[src/rtl/instr_fetch_unit_if.sv]
// Fetch-side bus bundle: program ROM address/data plus the valid/ready stream toward decode.
// The master modport is the fetch unit; the slave modport is the ROM/decode environment.
interface instr_fetch_unit_if #(
   parameter int PC_W = 32
);
   logic [PC_W-1:0] imem_addr;
   logic [31:0]     imem_data;
   logic            if_valid;
   logic            if_ready;
   logic [31:0]     if_instr;
   logic [PC_W-1:0] if_pc;

   modport master (
      output imem_addr,
      input  imem_data,
      output if_valid,
      input  if_ready,
      output if_instr,
      output if_pc
   );

   modport slave (
      input  imem_addr,
      output imem_data,
      input  if_valid,
      output if_ready,
      input  if_instr,
      input  if_pc
   );
endinterface

[src/rtl/instr_fetch_unit.sv]
// Instruction fetch unit: walks the program ROM from a start PC, buffers {pc,instr} toward decode,
// stops on HALT (all-zero word) or out-of-range PC. Optional counters under `IFU_PERF_EN.
module instr_fetch_unit #(
   parameter int PC_W       = 32,
   parameter int IMEM_DEPTH = 32,
   parameter int FIFO_DEPTH = 2
) (
   input  logic                clk,
   input  logic                rst_n,
   input  logic                start,
   input  logic [PC_W-1:0]     start_pc,
   input  logic                redirect_valid,
   input  logic [PC_W-1:0]     redirect_pc,
   instr_fetch_unit_if.master  bus,
   output logic                halted,
   output logic                fault
`ifdef IFU_PERF_EN
   ,
   output logic [31:0]         fetch_count,
   output logic [31:0]         stall_count
`endif
);

   localparam int AW = (FIFO_DEPTH > 1) ? $clog2(FIFO_DEPTH) : 1;

   typedef enum logic [1:0] {IDLE, RUN, HALTED} state_t;

   state_t          state_q, state_d;
   logic [PC_W-1:0] pc_p0, pc_d;
   logic [PC_W-1:0] fifo_pc    [FIFO_DEPTH];
   logic [31:0]     fifo_instr [FIFO_DEPTH];
   logic [AW-1:0]   wr_ptr, rd_ptr;
   logic [AW:0]     count;
   logic            head_vld, full, pop, push, flush;
   logic            do_start, do_redirect, oor, halt_set, fault_set;

   assign head_vld = (count != '0);
   assign full     = (count == (AW+1)'(FIFO_DEPTH));
   assign pop      = head_vld && bus.if_ready;
   assign oor      = (pc_p0 >= PC_W'(IMEM_DEPTH));

   assign bus.imem_addr = pc_p0;
   assign bus.if_valid  = head_vld;
   assign bus.if_instr  = head_vld ? fifo_instr[rd_ptr] : '0;
   assign bus.if_pc     = head_vld ? fifo_pc[rd_ptr]    : '0;

   always_ff @(posedge clk or negedge rst_n) begin
      if (!rst_n) state_q <= IDLE;
      else        state_q <= state_d;
   end

   // Redirect outranks everything: it flushes the buffer and discards this cycle's fetch and pop.
   always_comb begin
      state_d     = state_q;
      pc_d        = pc_p0;
      push        = 1'b0;
      flush       = 1'b0;
      do_start    = 1'b0;
      halt_set    = 1'b0;
      fault_set   = 1'b0;
      do_redirect = redirect_valid && (state_q != IDLE);
      if (do_redirect) begin
         state_d = RUN;
         pc_d    = redirect_pc;
         flush   = 1'b1;
      end else begin
         case (state_q)
            IDLE, HALTED: begin
               if (start) begin
                  state_d  = RUN;
                  pc_d     = start_pc;
                  flush    = 1'b1;
                  do_start = 1'b1;
               end
            end
            RUN: begin
               if (oor) begin
                  fault_set = 1'b1;
                  state_d   = HALTED;
               end else if (!full || pop) begin
                  push = 1'b1;
                  if (bus.imem_data == 32'h0) begin
                     halt_set = 1'b1;
                     state_d  = HALTED;
                  end else begin
                     pc_d = pc_p0 + PC_W'(1);
                  end
               end
            end
            default: state_d = IDLE;
         endcase
      end
   end

   // Fetch stage: pc and buffer bookkeeping
   always_ff @(posedge clk or negedge rst_n) begin
      if (!rst_n) begin
         pc_p0  <= '0;
         wr_ptr <= '0;
         rd_ptr <= '0;
         count  <= '0;
         halted <= 1'b0;
         fault  <= 1'b0;
      end else begin
         pc_p0 <= pc_d;
         if (flush) begin
            wr_ptr <= '0;
            rd_ptr <= '0;
            count  <= '0;
         end else begin
            if (push) wr_ptr <= wr_ptr + AW'(1);
            if (pop)  rd_ptr <= rd_ptr + AW'(1);
            count <= count + (AW+1)'(push) - (AW+1)'(pop);
         end
         if (flush)                     halted <= 1'b0;
         else if (halt_set || fault_set) halted <= 1'b1;
         if (do_start)       fault <= 1'b0;
         else if (fault_set) fault <= 1'b1;
      end
   end

   always_ff @(posedge clk) begin
      if (push) begin
         fifo_pc[wr_ptr]    <= pc_p0;
         fifo_instr[wr_ptr] <= bus.imem_data;
      end
   end

`ifdef IFU_PERF_EN
   function automatic logic [31:0] sat_inc(input logic [31:0] v);
      return (v == 32'hFFFF_FFFF) ? v : v + 32'd1;
   endfunction

   always_ff @(posedge clk or negedge rst_n) begin
      if (!rst_n) begin
         fetch_count <= '0;
         stall_count <= '0;
      end else if (do_start) begin
         fetch_count <= '0;
         stall_count <= '0;
      end else begin
         if (push) fetch_count <= sat_inc(fetch_count);
         if ((state_q == RUN) && full && !pop) stall_count <= sat_inc(stall_count);
      end
   end
`endif

endmodule

[src/flat_wrapper.sv]
// flat-port wrapper written by rule: the top's interface ports become plain ports
module instr_fetch_unit_flat 
#(
   parameter int PC_W       = 32,
   parameter int IMEM_DEPTH = 32,
   parameter int FIFO_DEPTH = 2
)
  (clk, rst_n, start, start_pc, redirect_valid, redirect_pc, halted, fault, bus_imem_addr, bus_imem_data, bus_if_valid, bus_if_ready, bus_if_instr, bus_if_pc);
  instr_fetch_unit_if #(.PC_W(PC_W)) bus_i ();
  input  logic clk;
  input  logic rst_n;
  input  logic start;
  input  logic [PC_W-1:0] start_pc;
  input  logic redirect_valid;
  input  logic [PC_W-1:0] redirect_pc;
  output logic halted;
  output logic fault;
  output wire logic [$bits(bus_i.imem_addr)-1:0] bus_imem_addr;
  input wire logic [$bits(bus_i.imem_data)-1:0] bus_imem_data;
  output wire logic [$bits(bus_i.if_valid)-1:0] bus_if_valid;
  input wire logic [$bits(bus_i.if_ready)-1:0] bus_if_ready;
  output wire logic [$bits(bus_i.if_instr)-1:0] bus_if_instr;
  output wire logic [$bits(bus_i.if_pc)-1:0] bus_if_pc;
  assign bus_imem_addr = bus_i.imem_addr;
  assign bus_i.imem_data = bus_imem_data;
  assign bus_if_valid = bus_i.if_valid;
  assign bus_i.if_ready = bus_if_ready;
  assign bus_if_instr = bus_i.if_instr;
  assign bus_if_pc = bus_i.if_pc;
  instr_fetch_unit #(.PC_W(PC_W), .IMEM_DEPTH(IMEM_DEPTH), .FIFO_DEPTH(FIFO_DEPTH)) u_core (.clk(clk), .rst_n(rst_n), .start(start), .start_pc(start_pc), .redirect_valid(redirect_valid), .redirect_pc(redirect_pc), .bus(bus_i), .halted(halted), .fault(fault));
endmodule
[config.mk]
export PLATFORM = sky130hd
export DESIGN_NAME = instr_fetch_unit_flat
export DESIGN_NICKNAME = d
export VERILOG_FILES = /design/src/rtl/instr_fetch_unit_if.sv /design/src/rtl/instr_fetch_unit.sv /design/src/flat_wrapper.sv
export SDC_FILE = /design/constraint.sdc
export NUM_CORES = 1
export LEC_CHECK = 0
export ABC_AREA = 1
export CAP_MARGIN = 10
export CORE_UTILIZATION = 40
export CTS_CLUSTER_DIAMETER = 30
export DETAILED_ROUTE_END_ITERATION = 12
export GPL_TIMING_DRIVEN = 0
export PLACE_DENSITY = 0.74
export SYNTH_ARGS = -nofsm -noshare
export SYNTH_HDL_FRONTEND = slang
export SYNTH_SLANG_ARGS = --single-unit
[constraint.sdc]
create_clock -name clk -period 5.9 [get_ports clk]
set_clock_uncertainty 0.15 [all_clocks]
set_input_delay 0.59 -clock clk [delete_from_list [all_inputs] [get_ports clk]]
set_output_delay 0.59 -clock clk [all_outputs]
set_load 0.02 [all_outputs]
==> impl_metrics.ini <==
[timing]
fmax_mhz = 279
period_needed_ns = 3.58
slew-limit-headroom_pct = 53.0
rsz0062_at_grt = no
setup_violations = 0
hold_violations = 0
period_share_pct = 60.7
worstMarginPinSlew_ns = 0.705
slew_viol_final = 0

[finish]
fin_cells = 1476
syn2layout_area_growth_pct = 36.8
diodes = 0
drive_gt1_share_pct = 5.31
final_area_um2 = 11300
nets = 1298

[worst_setup_path]
crit_path_end_kind = primary output
critPathKind = flop to primary output
crit_fanout = 10
start_kind = flop
arrival_ns = 2.84
cp.required_ns = 5.16

[power_and_ir_drop]
switching_power_mw = 1.72
p_int_mw = 2.74
clkPwrFrac_pct = 24.3
peakVddDrop_uv = 233
power_density_nw_per_um2 = 396
seqPwrFrac_pct = 39.8
swShare_pct = 38.6
leakage_nw = 4.34
comb_power_share_pct = 36.0

[clocking]
numCtsBuffers = 17
htreeDepth = 4
clk_path_buf_depth = 2
clk_pin_slew_ns = 0.06
cts.repair.resized = 0
cts_root_buf = clkbuf_16
cts_tree = done
insertion_delay_ns = 0.43
cts_sinks = 168
postCtsSetupRepairBufs = 0

[floorplanning]
design.core.area_um2 = 20200
rows = 52
fp.dieW_um = 145
die_h_um = 145
start_util_pct = 40.8
dieArea_um2 = 21100
ios = 200

[logic_synthesis]
synth-seq-cells = 168
yosysUniqueCellTypes = 30
syn_area_per_cell_um2 = 8.49
ys_warn_count = 0
syn_inst = 969
synth_fp_nets = 1074
synth_seq_area_share_pct = 58.9
synth_area_um2 = 8230

[outcome]
outcome = completed

[place]
place_area_um2 = 10700
globalplace.congestion = 0.920
dp_cells = 1443
place_hpwl_mm = 16.7
portBuffers = 199

[global_routing]
grt_pass1_vias = 6851
antenna_found_initial = 0
gr-usage-all-layers_pct = 22.3
grt_pass1_wl_mm = 36.1
grt_max_degree = 31
grt_overflow = 0

[detailed_routing]
route.antenna.remaining_nets = 0
drc_errors = 0
routedWlPerCell_um = 15.6
totalWireLength_mm = 23.0
first_iter_violations = 453
first_pass_iters = 5
avgViaCountPerCell = 4.95
vias = 7312

[run]
max_cap_viol_count = 0

[hold_path]
hold_class = flop to flop
cells in the mapped netlist:
library cell	n	area (um2)
or2_2	5	31.3
o21ai_0	27	135
buf_4	4	30.0
nand2_1	394	1480
o21ai_2	1	8.76
a21oi_1	85	425
xnor2_1	1	8.76
nor2_1	133	499
inv_2	5	18.8
clkbuf_1	28	105
dfrtp_1	40	1000
buf_1	4	15.0
nor2_4	1	11.3
ha_1	4	50.1
inv_1	41	154
buf_6	1	11.3
a21oi_2	1	8.76
o211ai_1	2	15.0
nand3b_1	9	67.6
buf_2	2	10.0
o21ai_1	6	30.0
edfxtp_1	128	3840
nand3_2	1	10.0
nor3_1	1	5.00
nor2_2	4	25.0
nand3_1	35	175
or2_0	1	6.26
a21oi_4	1	16.3
xor2_1	2	17.5
a31oi_1	2	12.5
metrics by stage:
| stage | hold WS [ns] | setup WS (ns) | total power [mW] | util [%] | setup TNS (ns) |
|---|---|---|---|---|---|
| 2_1_floorplan | 0.144 | 1.49 | 2.59 | - | 0 |
| 3_3_place_gp | 0.366 | -0.500 | 3.36 | 52.3 | -62.11 |
| 3_5_place_dp | 0.346 | 2.77 | 3.39 | 52.9 | 0 |
| 4_1_cts | 0.400 | 2.30 | 4.47 | 55.8 | 0 |
| 5_1_grt | 0.459 | 2.09 | 4.71 | 55.8 | 0 |
| 6_report | 0.398 | 2.32 | 4.46 | 55.8 | 0 |
state kept, by name, summed over array words and instances (netlist names):
| signal | count |
|---|---|
| u_core.rd_ptr | 1 |
| u_core.state_q | 2 |
| u_core.fifo_instr | 64 |
| u_core.halted | 1 |
| u_core.bus.imem_addr | 32 |
| u_core.fifo_pc | 64 |
| u_core.fault | 1 |
| u_core.count | 2 |
| u_core.wr_ptr | 1 |
repair_timing:
action	in CTS	in global routing
hold buffers	1	0
hold endpoints to repair	10	0
setup endpoints to repair	0	0
cell usage in the layout, fill, tap and decap left out, types with 2 or more instances in the layout:
| cell type | Yosys | routed |
|---|---|---|
| a21oi_1 | 85 | 85 |
| a31oi_1 | 2 | 2 |
| buf_1 | 4 | 4 |
| buf_12 | 0 | 5 |
| buf_2 | 2 | 3 |
| buf_4 | 4 | 4 |
| bufinv_16 | 0 | 2 |
| clkbuf_1 | 28 | 28 |
| clkbuf_16 | 0 | 17 |
| clkdlybuf4s50_1 | 0 | 198 |
| clkinv_1 | 0 | 2 |
| clkinv_2 | 0 | 2 |
| clkinv_4 | 0 | 4 |
| clkinvlp_4 | 0 | 3 |
| dfrtp_1 | 40 | 40 |
| edfxtp_1 | 128 | 128 |
| ha_1 | 4 | 4 |
| inv_1 | 41 | 41 |
| inv_2 | 5 | 5 |
| inv_6 | 0 | 2 |
| nand2_1 | 394 | 394 |
| nand3_1 | 35 | 35 |
| nand3b_1 | 9 | 9 |
| nor2_1 | 133 | 131 |
| nor2_2 | 4 | 4 |
| nor2_4 | 1 | 3 |
| o211ai_1 | 2 | 2 |
| o21ai_0 | 27 | 27 |
| o21ai_1 | 6 | 6 |
| or2_2 | 5 | 5 |
| xor2_1 | 2 | 2 |
power by group through the flow:
stage          Combinational [mW]  Clock [mW]  Sequential [mW]
2_1_floorplan               0.789           0             1.80
3_3_place_gp                 1.57           0             1.78
3_5_place_dp                 1.60           0             1.79
4_1_cts                      1.61        1.09             1.76
5_1_grt                      1.77        1.14             1.80
6_report                     1.60        1.08             1.77
routing by layer:
| layer | vias to the layer above | global-route usage, % | routed length, um |
|---|---|---|---|
| met3 | 34 | 4.04 | 1510 |
| li1 | 3624 | - | - |
| met1 | 3347 | 29.9 | 10100 |
| met2 | 307 | 36.3 | 11000 |
| met5 | - | 0 | 0 |
| met4 | 0 | 8.00 | 403 |
cell families after synthesis:
logic type | after synthesis | synth area share [%]
buffers and inverters | 85 | 4.18
XOR/XNOR | 3 | 0.319
flip-flops | 168 | 58.9
adder cells (fa/ha/maj) | 4 | 0.608
AO/OA/AOI/OAI | 125 | 7.92
AND/OR/NAND/NOR | 584 | 28.1
layout make-up:
cell class	instances	area (um2)
multi-input cells	716	3050
plain buffers	39	171
clock buffers	17	425
flip-flops and latches	168	4840
fillers	1805	8910
repair buffers	205	2100
well taps	270	338
inverters	46	173
clock inverters	15	153
critical path, cell delays in order, from the launching register on:
cell	delay, ns
dfrtp_1	0.38
inv_1	0.07
clkbuf_1	0.46
clkbuf_1	0.43
nand2_1	0.09
a21oi_1	0.31
clkdlybuf4s50_1	0.67
final timing paths:
path / cells after the start / start / end / slack, ns
max in group asynchronous: 3 / rst_n / u_core.count[0]$_DFF_PN0_ / 4.69
max reg2reg: 9 / u_core.bus.imem_addr[26]$_DFFE_PN0P_ / u_core.fifo_instr[0][7]$_DFFE_PP_ / 3.14
min reg2reg: 2 / u_core.fault$_DFFE_PN0P_ / u_core.fault$_DFFE_PN0P_ / 0.40
max: 6 / u_core.rd_ptr$_DFFE_PN0P_ / bus_if_pc[14] / 2.32
min in group asynchronous: 2 / rst_n / u_core.bus.imem_addr[28]$_DFFE_PN0P_ / 0.43
min: 2 / u_core.fault$_DFFE_PN0P_ / u_core.fault$_DFFE_PN0P_ / 0.40
(Power assumes the default switching activity.)
